==> src/rtl/tri_bus_arbiter_if.sv <==
// ============================================================================
// Module  : tri_bus_arbiter_if
// Brief   : Request/grant/bus bundle between requesters and tri_bus_arbiter.
// Rev     : 1.0  initial release
// ============================================================================
`default_nettype none

interface tri_bus_arbiter_if #(
  parameter int NREQ = 4,
  parameter int W    = 8
);
  localparam int c_ow = (NREQ > 1) ? $clog2(NREQ) : 1;

  logic [NREQ-1:0]        req;
  logic [NREQ-1:0]        last;
  logic [NREQ-1:0][W-1:0] wdata;
  logic [NREQ-1:0]        gnt;
  logic [c_ow-1:0]        owner;
  logic                   bus_oe;
  logic [W-1:0]           bus_data;
  logic                   timeout;
  logic                   busy;

  // Requester side
  modport master (
    output req, last, wdata,
    input  gnt, owner, bus_oe, bus_data, timeout, busy
  );

  // Arbiter side
  modport slave (
    input  req, last, wdata,
    output gnt, owner, bus_oe, bus_data, timeout, busy
  );
endinterface

`default_nettype wire

==> src/rtl/tri_bus_arbiter.sv <==
// ============================================================================
// Module  : tri_bus_arbiter
// Brief   : Round-robin single-owner bus arbiter with one-cycle turnaround
//           and a hold timeout that revokes long ownerships.
// Rev     : 1.0  initial release
// ============================================================================
`default_nettype none

module tri_bus_arbiter #(
  parameter int NREQ     = 4,
  parameter int W        = 8,
  parameter int MAX_HOLD = 15
) (
  input  logic              clk,
  input  logic              rst_n,
  tri_bus_arbiter_if.slave  bus
);

  localparam int              c_ow       = (NREQ > 1) ? $clog2(NREQ) : 1;
  localparam logic [1:0]      c_idle     = 2'd0;
  localparam logic [1:0]      c_grant    = 2'd1;
  localparam logic [1:0]      c_turn     = 2'd2;
  localparam logic [7:0]      c_max_hold = 8'(MAX_HOLD);
  localparam logic [c_ow-1:0] c_last_idx = c_ow'(NREQ - 1);
  localparam logic [c_ow:0]   c_nreq     = (c_ow + 1)'(NREQ);
  localparam logic [NREQ-1:0] c_one      = NREQ'(1);

  logic [1:0]      r_state;
  logic [c_ow-1:0] r_ptr;
  logic [c_ow-1:0] r_owner;
  logic [7:0]      r_hold;
  logic [NREQ-1:0] r_gnt;
  logic            r_bus_oe;
  logic            r_timeout;

  logic [1:0]      w_state_nxt;
  logic [c_ow-1:0] w_ptr_nxt;
  logic [c_ow-1:0] w_owner_nxt;
  logic [7:0]      w_hold_nxt;
  logic [NREQ-1:0] w_gnt_nxt;
  logic            w_timeout_nxt;

  logic            w_any_req;
  logic            w_found;
  logic [c_ow:0]   w_sum;
  logic [c_ow-1:0] w_idx;
  logic [c_ow-1:0] w_pick;
  logic            w_own_req;
  logic            w_own_last;
  logic            w_expire;
  logic            w_release;
  logic [W-1:0]    w_bus_data;

  assign w_any_req  = |bus.req;
  assign w_own_req  = bus.req[r_owner];
  assign w_own_last = bus.last[r_owner];
  assign w_expire   = (r_hold == c_max_hold);
  assign w_release  = !w_own_req || w_own_last || w_expire;

  // Rotating priority: first set request at or above r_ptr, wrapping.
  always_comb begin
    w_found = 1'b0;
    w_pick  = r_ptr;
    w_sum   = '0;
    w_idx   = '0;
    for (int i = 0; i < NREQ; i++) begin
      w_sum = {1'b0, r_ptr} + (c_ow + 1)'(i);
      if (w_sum >= c_nreq) begin
        w_sum = w_sum - c_nreq;
      end
      w_idx = w_sum[c_ow-1:0];
      if (!w_found && bus.req[w_idx]) begin
        w_found = 1'b1;
        w_pick  = w_idx;
      end
    end
  end

  always_ff @(posedge clk or negedge rst_n) begin
    if (!rst_n) begin
      r_state   <= c_idle;
      r_ptr     <= '0;
      r_owner   <= '0;
      r_hold    <= '0;
      r_gnt     <= '0;
      r_bus_oe  <= 1'b0;
      r_timeout <= 1'b0;
    end else begin
      r_state   <= w_state_nxt;
      r_ptr     <= w_ptr_nxt;
      r_owner   <= w_owner_nxt;
      r_hold    <= w_hold_nxt;
      r_gnt     <= w_gnt_nxt;
      r_bus_oe  <= |w_gnt_nxt;
      r_timeout <= w_timeout_nxt;
    end
  end

  always_comb begin
    w_state_nxt = r_state;
    case (r_state)
      c_idle:  w_state_nxt = w_any_req ? c_grant : c_idle;
      c_grant: w_state_nxt = w_release ? c_turn : c_grant;
      c_turn:  w_state_nxt = w_any_req ? c_grant : c_idle;
      default: w_state_nxt = c_idle;
    endcase
  end

  always_comb begin
    w_gnt_nxt     = '0;
    w_owner_nxt   = r_owner;
    w_hold_nxt    = r_hold;
    w_ptr_nxt     = r_ptr;
    w_timeout_nxt = 1'b0;
    case (r_state)
      c_idle, c_turn: begin
        if (w_any_req) begin
          w_owner_nxt = w_pick;
          w_gnt_nxt   = c_one << w_pick;
          w_hold_nxt  = 8'd1;
        end else begin
          w_hold_nxt  = '0;
        end
      end
      c_grant: begin
        if (w_release) begin
          w_ptr_nxt     = (r_owner == c_last_idx) ? '0 : r_owner + 1'b1;
          w_hold_nxt    = '0;
          // Timeout only when the hold limit alone caused the release.
          w_timeout_nxt = w_own_req && !w_own_last;
        end else begin
          w_gnt_nxt     = r_gnt;
          w_hold_nxt    = r_hold + 8'd1;
        end
      end
      default: begin
        w_hold_nxt = '0;
      end
    endcase
  end

  assign w_bus_data   = r_bus_oe ? bus.wdata[r_owner] : '0;

  assign bus.gnt      = r_gnt;
  assign bus.owner    = r_owner;
  assign bus.bus_oe   = r_bus_oe;
  assign bus.bus_data = w_bus_data;
  assign bus.timeout  = r_timeout;
  assign bus.busy     = (r_state != c_idle);

endmodule

`default_nettype wire

==> src/flat_wrapper.sv <==
// flat-port wrapper written by rule: the top's interface ports become plain ports
module tri_bus_arbiter_flat 
#(
  parameter int NREQ     = 4,
  parameter int W        = 8,
  parameter int MAX_HOLD = 15
)
  (clk, rst_n, bus_req, bus_last, bus_wdata, bus_gnt, bus_owner, bus_bus_oe, bus_bus_data, bus_timeout, bus_busy);
  tri_bus_arbiter_if #(.NREQ(NREQ), .W(W)) bus_i ();
  input  logic clk;
  input  logic rst_n;
  input wire logic [$bits(bus_i.req)-1:0] bus_req;
  input wire logic [$bits(bus_i.last)-1:0] bus_last;
  input wire logic [$bits(bus_i.wdata)-1:0] bus_wdata;
  output wire logic [$bits(bus_i.gnt)-1:0] bus_gnt;
  output wire logic [$bits(bus_i.owner)-1:0] bus_owner;
  output wire logic [$bits(bus_i.bus_oe)-1:0] bus_bus_oe;
  output wire logic [$bits(bus_i.bus_data)-1:0] bus_bus_data;
  output wire logic [$bits(bus_i.timeout)-1:0] bus_timeout;
  output wire logic [$bits(bus_i.busy)-1:0] bus_busy;
  assign bus_i.req = bus_req;
  assign bus_i.last = bus_last;
  assign bus_i.wdata = bus_wdata;
  assign bus_gnt = bus_i.gnt;
  assign bus_owner = bus_i.owner;
  assign bus_bus_oe = bus_i.bus_oe;
  assign bus_bus_data = bus_i.bus_data;
  assign bus_timeout = bus_i.timeout;
  assign bus_busy = bus_i.busy;
  tri_bus_arbiter #(.NREQ(NREQ), .W(W), .MAX_HOLD(MAX_HOLD)) u_core (.clk(clk), .rst_n(rst_n), .bus(bus_i));
endmodule
==> config.mk <==
export PLATFORM = sky130hd
export DESIGN_NAME = tri_bus_arbiter_flat
export DESIGN_NICKNAME = d
export VERILOG_FILES = /design/src/rtl/tri_bus_arbiter_if.sv /design/src/rtl/tri_bus_arbiter.sv /design/src/flat_wrapper.sv
export SDC_FILE = /design/constraint.sdc
export NUM_CORES = 1
export LEC_CHECK = 0
export CORE_MARGIN = 2
export CORE_UTILIZATION = 43
export DETAILED_ROUTE_END_ITERATION = 16
export PLACE_DENSITY = 0.9
export SLEW_MARGIN = 15
export SYNTH_ARGS = -nofsm -noshare
export SYNTH_HDL_FRONTEND = slang
export SYNTH_SLANG_ARGS = --single-unit
==> constraint.sdc <==
create_clock -name clk -period 3.9 [get_ports clk]
set_input_delay 0.78 -clock clk [delete_from_list [all_inputs] [get_ports clk]]
set_output_delay 0.78 -clock clk [all_outputs]
set_load 0.01 [all_outputs]
=== Word-level counts from Yosys, hierarchy flattened ===
Index checks and enable logic that the tools add are counted.

* $lt $le $gt $ge: 9
* Reductions and logical operators: 18
* Mux-type cells: 38
* $add $sub $neg: 9
* Equal/unequal tests: 4
* Shift-type cells: 1

{| class="wikitable"
|+ Operator list
! operator !! number
|-
| $mux W8 || 3
|-
| $mux W2 || 10
|-
| $bmux W8 S2 || 1
|-
| $pmux W8 S2 || 1
|-
| $lt A2 B3 Y1 const B || 5
|-
| $mux W1 || 13
|-
| $bmux W1 S2 || 6
|-
| $ge A3 B3 Y1 const B || 3
|-
| $add A8 B1 Y8 const B || 1
|-
| $eq A8 B4 Y1 const B || 1
|-
| $mux W4 || 2
|-
| $pmux W4 S2 || 1
|-
| $reduce_or A4 Y1 || 2
|-
| $sub A2 B1 Y2 const B || 4
|-
| $add A2 B2 Y3 const B || 2
|-
| $logic_not A1 Y1 || 5
|-
| $eq A2 B2 Y1 const B || 2
|-
| $logic_and A1 B1 Y1 || 4
|-
| $pmux W2 S2 || 1
|-
| $reduce_and A2 Y1 || 2
|-
| $shl A1 B2 Y4 const A || 1
|-
| $add A2 B1 Y3 const B || 1
|-
| $ge A2 B3 Y1 const B || 1
|-
| $add A2 B1 Y2 const B || 1
|-
| 5 further kinds || 6
|}

* Input port bits: 42
* Output and inout port bits: 17
* Word-level logic and storage cells: 86
* Flip-flop bits (word level): 20

=== Longest topological paths before layout ===
* Depth after elaboration: 18
* Depth in mapped cells: 6

=== Worst setup path before layout ===
OpenSTA, ideal clock, no wires.

* Path kind: register to output
* From: reg u_core.r_owner[0] (netlist: u_core.bus.owner[0])
* To: out bus_bus_data[0]
* Data arrival time: 1.405 ns
* Required time: 3.120 ns
* Cell stages (with the launch flop): 4
* Path slack: 1.715 ns
* Path buffers: 1
* Cells stage by stage: dfrtp_1 > buf_2 > mux4_2 > and2_1

* Word-level cells in the longest chain between the ends: 3

{| class="wikitable"
|+ RTL lines
! what !! line !! text
|-
| from (decl) || tri_bus_arbiter.sv:30 || <nowiki>logic [c_ow-1:0] r_owner;</nowiki>
|-
| from (signal assigned) || tri_bus_arbiter.sv:91 || <nowiki>r_owner <= w_owner_nxt;</nowiki>
|-
| $bmux W8 S2 || tri_bus_arbiter.sv:142 || <nowiki>assign w_bus_data = r_bus_oe ? bus.wdata[r_owner] : '0;</nowiki>
|-
| $mux W8 (implied by the code) || tri_bus_arbiter.sv:142 ||
|-
| $mux W8 || tri_bus_arbiter.sv:142 ||
|-
| to (decl) || flat_wrapper.sv:18 || <nowiki>output wire logic [$bits(bus_i.bus_data)-1:0] bus_bus_data;</nowiki>
|}

No other way between the ends. The select of a mux whose other input is x is not followed.

=== Final worst setup path ===
* From: reg u_core.r_owner[0] (netlist: u_core.bus.owner[0])
* To: out bus_bus_data[5]

The elaborated chain is that of the path after synthesis.

==> results by group <==
Run status
  – Status: complete, no violations

Route
  – Vias per cell: 5.51
  – DR iter-0 viols: 39
  – TritonRoute pass-1 iters: 4
  – DRT Wirelength: 3.17 mm
  – Final antenna-violating net count: 0
  – Routed len/inst: 15.7 um
  – DR vias: 1114
  – Residual DRC: 0

Timing
  – Endpoints failing hold: 0
  – Tmin final: 3.08 ns
  – Worst Skew: 0.00471 ns
  – # setup viols final: 0
  – Final Hold Slack: 0.526 ns
  – Ratio of final minimum period to clock period: 0.790
  – Worst-margin pin slew: 0.843 ns
  – RSZ-0062 raised after global routing: false
  – Worst slew margin: 0.436
  – Fmax: 324 MHz
  – Total Neg Setup Slack: 0 ns
  – Final Max Tran Viols: 0

Logic synthesis
  – Mapped Area: 1230 um2
  – Syn Inst Count: 112
  – Yosys warning count: 0
  – Register area share after synthesis: 0.406
  – EDFF count, synth: 0
  – Avg Cell Area, Syn: 11.0 um2
  – Main flop type after synthesis: dfrtp_1
  – Flops & latches, synth: 20
  – Syn nets: 156
  – Ys async rst share: 1.00
  – Yosys cell types: 33

Power
  – VDD IR max: 0.000527 V
  – PD cells: 576 nW/um2
  – Leakage power: 0.000754 uW
  – Total Power: 1070 uW

Placed design
  – Placed inst area: 1830 um2
  – Hpwl dp: 2.54 mm
  – # port buffers: 58
  – Gp weighted congestion: 0.803
  – DP Cell Count: 198

Critical path
  – Setup CP Type: register to output port
  – Crit end category: output port
  – CP arrival: 2.30 ns
  – Worst-path fanout max: 13
  – WP data required: 3.12 ns
  – Worst setup SP type: register

Die
  – Starting density of the core: 0.451
  – # rows: 19
  – Width of the die: 57.5 um
  – Die Footprint: 3310 um2
  – Die height: 57.5 um
  – Area of the core: 2730 um2
  – Ports: 59

GRT
  – First-pass GRT wire length: 5.21 mm
  – Total GRT Usage: 0.206
  – Largest net degree at the start of global routing: 21
  – Vias in the first global route: 1155
  – Grt total ovfl: 0
  – Antenna violations before repair: 0

Run
  – Max-Cap Viols: 0

Clock tree
  – CTS Hold Bufs: 0
  – Cts bufs inserted: 3
  – Root Buffer: clkbuf_4
  – H-tree levels: 1
  – Post-CTS Resized: 0
  – Clock Pin Slew Worst Setup and Hold Paths: 0.10 ns
  – CTS tree: built
  – Worst-Skew Late Latency: 0.30 ns
  – Setup bufs post-CTS: 0
  – Clock buffer depth: 2
  – TritonCTS Sinks: 20

Layout
  – Layout Area Growth over Synthesis: 51.3%
  – Post-route insts no fill: 202
  – Nets: 216
  – Layout cells sized above 1: 0.117
  – Antenna diodes: 0
  – Final non-filler cell area: 1860 um2

Min path
  – Hold/Removal Path Class: register to register
## area by class of cell
class | instances | area (um2)
Clock buffer | 4 | 36.3
Fill cell | 210 | 870
Inverter | 6 | 22.5
Multi-Input combinational cell | 83 | 686
Sequential cell | 20 | 500
Tap cell | 31 | 38.8
Timing Repair Buffer | 58 | 581
## worst max-delay path: stages (launching register included)
cell	delay, ns
dfrtp_1	0.77
mux4_2	0.59
and2_1	0.18
clkdlybuf4s50_1	0.47
## sequential cells by signal, summed over array words and instances, names as in the netlist
name                count
u_core.bus.bus_oe       1
u_core.bus.gnt          4
u_core.bus.owner        2
u_core.bus.timeout      1
u_core.r_hold           8
u_core.r_ptr            2
u_core.r_state          2
## layout by cell type (no fill, tap or decap), drive strengths merged, types with 2 or more instances in the layout
master,n
a21o,2
nand3,3
inv,6
and2,8
nor2b,6
nor3,2
xor2,2
nor2,12
mux4,9
ha,2
nor4,2
xnor2,4
and2b,2
o22ai,2
nand2,7
o21ai,5
clkbuf,4
mux2,2
a21oi,3
dfrtp,20
clkdlybuf4s50,58
## cells in the mapped netlist (2+ instances only)
master / n / share of area
a21o_1: 2 / 0.012
a21oi_1: 3 / 0.012
and2_1: 8 / 0.041
dfrtp_1: 20 / 0.41
ha_1: 2 / 0.020
inv_1: 6 / 0.018
mux2_4: 2 / 0.024
mux4_2: 9 / 0.16
nand2_1: 7 / 0.021
nand3_1: 3 / 0.012
nor2_1: 12 / 0.037
nor2b_1: 6 / 0.030
nor3_1: 2 / 0.0081
nor4_1: 2 / 0.010
o21ai_0: 5 / 0.020
o22ai_1: 2 / 0.010
xnor2_1: 4 / 0.028
xor2_1: 2 / 0.014
## metrics by stage
step            util  worst slack [ns]
2_1_floorplan      -              1.71
3_3_place_gp   0.669             0.841
3_5_place_dp   0.669             0.809
4_1_cts        0.682             0.770
5_1_grt        0.682             0.660
6_report       0.682             0.818
## layer usage
| layer | wire length, um | track usage | vias to the layer above |
|---|---|---|---|
| li1 | - | - | 519 |
| met3 | 307 | 0.0408 | 6 |
| met4 | 42 | 0.0764 | 0 |
| met2 | 1600 | 0.370 | 55 |
| met5 | 0 | 0 | - |
| met1 | 1220 | 0.241 | 534 |
## path summary, 6_finish.rpt
path	start	end	slack, ns	depth (start not counted)
max reg2reg	u_core.bus.owner[1]$_DFFE_PN0P_	u_core.bus.gnt[3]$_DFF_PN0_	1.76	3
min in group asynchronous	rst_n	u_core.r_hold[5]$_DFF_PN0_	0.95	1
min reg2reg	u_core.r_hold[0]$_DFF_PN0_	u_core.r_hold[0]$_DFF_PN0_	0.53	1
min	u_core.r_hold[0]$_DFF_PN0_	u_core.r_hold[0]$_DFF_PN0_	0.53	1
max	u_core.bus.owner[0]$_DFFE_PN0P_	bus_bus_data[5]	0.82	3
max in group asynchronous	rst_n	u_core.bus.bus_oe$_DFF_PN0_	2.43	1
## cell families (layout without fill, tap and decap cells)
logic type	Yosys count	in the layout	synth area share
and+or+nand+nor	47	47	0.203
DFF	20	20	0.406
AOI/OAI and AO/OA	17	17	0.102
muxes	11	11	0.189
buffers and inverters	9	68	0.0376
xor gates and xnor gates	6	6	0.0426
adders and majority gates	2	2	0.0203
## power breakdown
group          leakage, uW  internal (uW)  switching (uW)
Sequential        0.000261            267             102
Combinational     0.000472            372             215
Clock            0.0000210           57.0            60.8
Total             0.000754            696             378
No activity file was read; power rests on OpenSTA's default activity.
